<file path="src/rtl/gpio_input_conditioner.sv">
// Input conditioner for the GPIO read bus: 2-FF synchroniser, counter debounce, sticky edge flags.
// Optional macro GPIO_IN_IRQ_EN adds a registered io_irq (OR of all rise/fall flags).
module gpio_input_conditioner #(
    parameter int unsigned           WIDTH           = 2,
    parameter int unsigned           DEBOUNCE_CYCLES = 240000,
    parameter logic [WIDTH-1:0]      INIT_LEVEL      = '0
) (
    input  logic             io_mainClk,
    input  logic             io_asyncReset_n,
    input  logic [WIDTH-1:0] io_pinsRaw,
    input  logic             io_clearStrobe,
    input  logic [WIDTH-1:0] io_clearMask,
    output logic [WIDTH-1:0] io_level,
    output logic [WIDTH-1:0] io_rise,
    output logic [WIDTH-1:0] io_fall,
`ifdef GPIO_IN_IRQ_EN
    output logic             io_irq,
`endif
    output logic [31:0]      io_gpioRead
);

    localparam int unsigned   CntW   = $clog2(DEBOUNCE_CYCLES) + 1;
    localparam logic [CntW-1:0] CntMax = CntW'(DEBOUNCE_CYCLES - 1);

    logic [WIDTH-1:0] sync1_q, sync2_q;
    logic [WIDTH-1:0] level_q, level_d;
    logic [WIDTH-1:0] rise_q, rise_d;
    logic [WIDTH-1:0] fall_q, fall_d;
    logic [CntW-1:0]  cnt_q [WIDTH];
    logic [CntW-1:0]  cnt_d [WIDTH];

    // Clear is applied first so a same-edge event set overrides it.
    always_comb begin
        level_d = level_q;
        rise_d  = rise_q;
        fall_d  = fall_q;
        cnt_d   = cnt_q;
        if (io_clearStrobe) begin
            rise_d = rise_q & ~io_clearMask;
            fall_d = fall_q & ~io_clearMask;
        end
        for (int i = 0; i < WIDTH; i++) begin
            if (sync2_q[i] == level_q[i]) begin
                cnt_d[i] = '0;
            end else if (cnt_q[i] == CntMax) begin
                level_d[i] = sync2_q[i];
                cnt_d[i]   = '0;
                if (sync2_q[i]) begin
                    rise_d[i] = 1'b1;
                end else begin
                    fall_d[i] = 1'b1;
                end
            end else begin
                cnt_d[i] = cnt_q[i] + 1'b1;
            end
        end
    end

    always_ff @(posedge io_mainClk or negedge io_asyncReset_n) begin
        if (!io_asyncReset_n) begin
            sync1_q <= INIT_LEVEL;
            sync2_q <= INIT_LEVEL;
            level_q <= INIT_LEVEL;
            rise_q  <= '0;
            fall_q  <= '0;
            for (int i = 0; i < WIDTH; i++) begin
                cnt_q[i] <= '0;
            end
        end else begin
            sync1_q <= io_pinsRaw;
            sync2_q <= sync1_q;
            level_q <= level_d;
            rise_q  <= rise_d;
            fall_q  <= fall_d;
            for (int i = 0; i < WIDTH; i++) begin
                cnt_q[i] <= cnt_d[i];
            end
        end
    end

`ifdef GPIO_IN_IRQ_EN
    logic irq_q;

    // Loaded from next-state flags so the irq tracks the flags on the same edge.
    always_ff @(posedge io_mainClk or negedge io_asyncReset_n) begin
        if (!io_asyncReset_n) begin
            irq_q <= 1'b0;
        end else begin
            irq_q <= |{rise_d, fall_d};
        end
    end

    assign io_irq = irq_q;
`endif

    assign io_level    = level_q;
    assign io_rise     = rise_q;
    assign io_fall     = fall_q;
    assign io_gpioRead = {8'h00, 8'(fall_q), 8'(rise_q), 8'(level_q)};

endmodule
</file>
<file path="config.mk">
export PLATFORM = sky130hd
export DESIGN_NAME = gpio_input_conditioner
export DESIGN_NICKNAME = d
export VERILOG_FILES = /design/src/rtl/gpio_input_conditioner.sv
export SDC_FILE = /design/constraint.sdc
export NUM_CORES = 1
export LEC_CHECK = 0
export BUFFER_PORTS_ARGS = -buffer_cell sky130_fd_sc_hd__buf_4
export CORE_UTILIZATION = 41
export CTS_CLUSTER_DIAMETER = 60
export DETAILED_ROUTE_END_ITERATION = 7
export PLACE_DENSITY = 0.65
export SYNTH_ARGS = -nofsm -noshare
export SYNTH_HDL_FRONTEND = slang
export SYNTH_SLANG_ARGS = --single-unit
export TNS_END_PERCENT = 1
</file>
<file path="constraint.sdc">
create_clock -name io_mainClk -period 3.2 [get_ports io_mainClk]
set_input_delay 0 -clock io_mainClk [delete_from_list [all_inputs] [get_ports io_mainClk]]
set_output_delay 0 -clock io_mainClk [all_outputs]
set_load 0.005 [all_outputs]
</file>
Word-level counts from Yosys, hierarchy flattened

Cells that the tools add are included.

Reductions and logical operators: 2
Bitwise logic cells: 5
Add/subtract/negate cells: 2
Muxes and demuxes: 18
Eq/ne operators: 4

Operators by type and width:

| kind                                                               | number |
|---|---|
| 19-bit two-way mux                                                 | 4 |
| 19-bit by 1-bit adder with 19-bit output (second input constant)   | 2 |
| 19-bit by 18-bit == test with 1-bit output (second input constant) | 2 |
| 1-bit two-way mux                                                  | 12 |
| 2-bit bitwise AND                                                  | 2 |
| 2-bit two-way mux                                                  | 2 |
| 2-bit AND reduction                                                | 2 |
| 1-bit == test                                                      | 2 |
| 1-bit NOT                                                          | 2 |
| 2-bit NOT                                                          | 1 |

Word-level logic and storage cells: 39
Flip-flop bits (word level): 48
Output and inout port bits: 38

Longest topological paths before layout

Depth after elaboration: 6
Mapped depth: 6
Mapped depth without buffers: 5

Worst setup path after synthesis

OpenSTA, ideal clock, no wires.

Path kind: reg2reg
From: register cnt_q[10] (netlist name)
To: register cnt_q[10] (netlist name)
Library setup time: 0.119 ns
Clock period less this slack: 2.177 ns
Required time: 3.081 ns
Stages on the path, launching flop included: 6
Path slack: 1.023 ns
Data arrival time: 2.058 ns
Cell sequence: dfrtp_1 -> or4b_1 -> or4_4 -> o31ai_4 -> buf_6 -> nor2_1

RTL lines:

| element                          | line | source |
|---|---|---|
| start: declaration               | 29   | `logic [CntW-1:0] cnt_q [WIDTH];` |
| start signal: indexed assignment | 76   | `cnt_q[i] <= cnt_d[i];` |

==> metrics.txt <==
RSZ-0062 raised after global routing no; via density per instance about 5; # rows 28; CP arrival 2.60 ns; total CTS buffers 5; WS Path Type register to register; first-pass GRT wire length roughly 7.4 mm; flop-to-flop setup slack between 0.7 and 0.8 ns; outcome completed; Ports 45; DRC 0; Routed WL 4.41 mm; Clock Root Buffer clkbuf_8; vias in the first global route 1603; PwrDens slightly above 400 mW/mm^2; largest net degree at the start of global routing between 40 and 50; initial antenna violation count 0; placed inst area around 0.0026 mm^2; Hold WC Path Type input port to register; Setup-failing EPs final 0; Port Buf Inserts 18; Final ANT Viol Nets 0; HPWL Detailed around 3.0 mm; Worst setup SP type register; Slew headroom about half; post-cts repair resize count 0; die height approximately 81 um; asr flop ratio synth 100%; Synth cell types 36; Leakage Power ~1.2 nW; layout cells sized above 1 12.0%; post-synthesis cell area between 0.002 and 0.003 mm^2; maxcap violations 0; via count between 1.5k and 2k; Cells after Synth about 260; min Tclk post-route about 2.4 ns; Clock Skew ~0.0031 ns; GRT Overall Usage 14.6%; Ys Warns 0; Reg clk slew, reported paths 0.09 ns; Initial Util 42.7%; final instance area 0.00273 mm^2; top_reg_cell synth dfrtp_1; setup repair bufs after CTS 0; H-tree depth 2; register area share after synthesis between 40% and 50%; wire per inst 12.6 um; CTS tree built; CTS Hold Bufs 3; Core Box Area approximately 0.0059 mm^2; Worst Tran Pin Value about 0.75 ns; Pins Over Slew Limit 0; drt first pass iters 4; Die W roughly 81 um; Area Overhead vs Synth 7.92%; antenna cell count 0; Max IR drop VDD 0.223 mV; f_max 0.411 GHz; register bit count reported by yosys 48; part of the cycle the worst path needs 76.1%; Total Nets Final about 280; Req. time, crit path about 3.4 ns; placer's final routability congestion estimate 0.803; Iteration-0 DRC Markers 84; Setup crit end kind register; Fin. Hold Viols 0; worst skew pair latency 0.30 ns; Worst Path Max Fanout 19; CTS Buffer Depth 2; Setup TNS 0 ns; Synth Area per Inst ~10 um^2; die area 0.00648 mm^2; CTS Sinks 48; total congestion overflow 0; Post-synth EDFFs 0
-- state kept, by name (all words and copies together) (netlist names) --
signal	count
sync1_q	2
io_fall	2
sync2_q	2
cnt_q	38
io_level	2
io_rise	2
-- logic make-up (layout without fill, tap and decap cells) --
| kind of cell | Yosys count | count (layout) | share of synthesized area (%) |
|---|---|---|---|
| simple gates | 107 | 107 | 22.3 |
| xor+xnor | 28 | 28 | 9.70 |
| flops | 48 | 48 | 47.5 |
| other cells | 1 | 26 | 0.148 |
| mux | 2 | 2 | 0.792 |
| compound gates | 22 | 22 | 6.29 |
| buf+inv | 48 | 41 | 12.2 |
| fa+ha+maj | 2 | 2 | 0.990 |
-- cells in the mapped netlist (2+ instances only) --
cell	count	area, um^2
a21oi_1	8	40.0
a32o_1	4	40.0
and4_1	3	26.3
buf_4	32	240
clkbuf_1	3	11.3
dfrtp_1	48	1200
ha_1	2	25.0
inv_1	11	41.3
mux2i_1	2	20.0
nand2_1	15	56.3
nand3_1	12	60.1
nand4_1	8	50.1
nor2_1	32	120
nor3_1	9	45.0
nor4_1	5	31.3
o21ai_0	3	15.0
o31ai_1	5	37.5
or2_2	2	12.5
or3_1	6	37.5
or4_1	6	45.0
xnor2_1	18	158
xor2_1	10	87.6
-- power by group --
group          internal, W  switching [W]   total, W
clock network     0.000232       0.000201   0.000433
registers         0.000615     0.00000866   0.000623
logic            0.0000156      0.0000349  0.0000505
-- final timing paths --
check / startpoint / end / cells past startpoint
max: cnt_q[10]$_DFF_PN0_ / cnt_q[3]$_DFF_PN0_ / 4
min: io_clearMask[1] / io_rise[1]$_DFF_PN0_ / 3
max reg2reg: cnt_q[10]$_DFF_PN0_ / cnt_q[3]$_DFF_PN0_ / 4
min reg2reg: sync1_q[1]$_DFF_PN0_ / sync2_q[1]$_DFF_PN0_ / 0
max in group asynchronous: io_asyncReset_n / cnt_q[30]$_DFF_PN0_ / 2
min in group asynchronous: io_asyncReset_n / sync2_q[1]$_DFF_PN0_ / 2
-- area by class of cell --
type	instances	area, um^2
fillers	548	3190
clock inverters	2	35.0
well taps	75	93.8
inverters	11	41.3
repair buffers	22	173
multi-input cells	187	1110
flip-flops and latches	48	1200
clock buffers	6	72.6
-- per-layer routing --
layer  global-route usage, %  wire, um  vias up
met4                    5.36        73        0
met5                       0         0        -
li1                        -         -      873
met1                    19.1      2070      834
met2                    24.2      2100       45
met3                    2.39       169        6
-- cells in the final DEF (no fill, tap or decap), drive strengths merged, types with 2 or more instances in the layout --
cell / instances
or2: 2
nor4: 5
dlygate4sd3: 3
nand4: 9
or3: 6
o21ai: 4
nand3: 12
clkbuf: 6
a32o: 4
conb: 26
or4: 7
buf: 19
nand2: 15
nor3: 9
xor2: 10
xnor2: 18
o31ai: 6
and4: 4
a21oi: 8
ha: 2
inv: 11
nor2: 32
mux2i: 2
dfrtp: 48
-- worst max-delay path, cell delays in order, from the launching register on --
cell and delay [ns]:
dfrtp_1 0.43, or4b_1 0.51, or4_4 0.54, o31ai_4 0.69, nor2_1 0.12
-- stage by stage --
| stage | hold slack, ns | util (%) | worst slack (ns) | std cells | total power (W) |
|---|---|---|---|---|---|
| floorplan | -0.296 | - | 1.02 | 283 | 0.000684 |
| global placement | 0.0522 | 43.7 | 0.760 | 340 | 0.000683 |
| detailed placement | 0.0509 | 43.7 | 0.718 | 340 | 0.000684 |
| CTS | 0.0261 | 46.1 | 0.704 | 351 | 0.00112 |
| global route | 0.0420 | 46.1 | 0.583 | 351 | 0.00116 |
| finish | 0.0269 | 46.1 | 0.765 | 351 | 0.00111 |
Power figures use the tool's default switching activity.
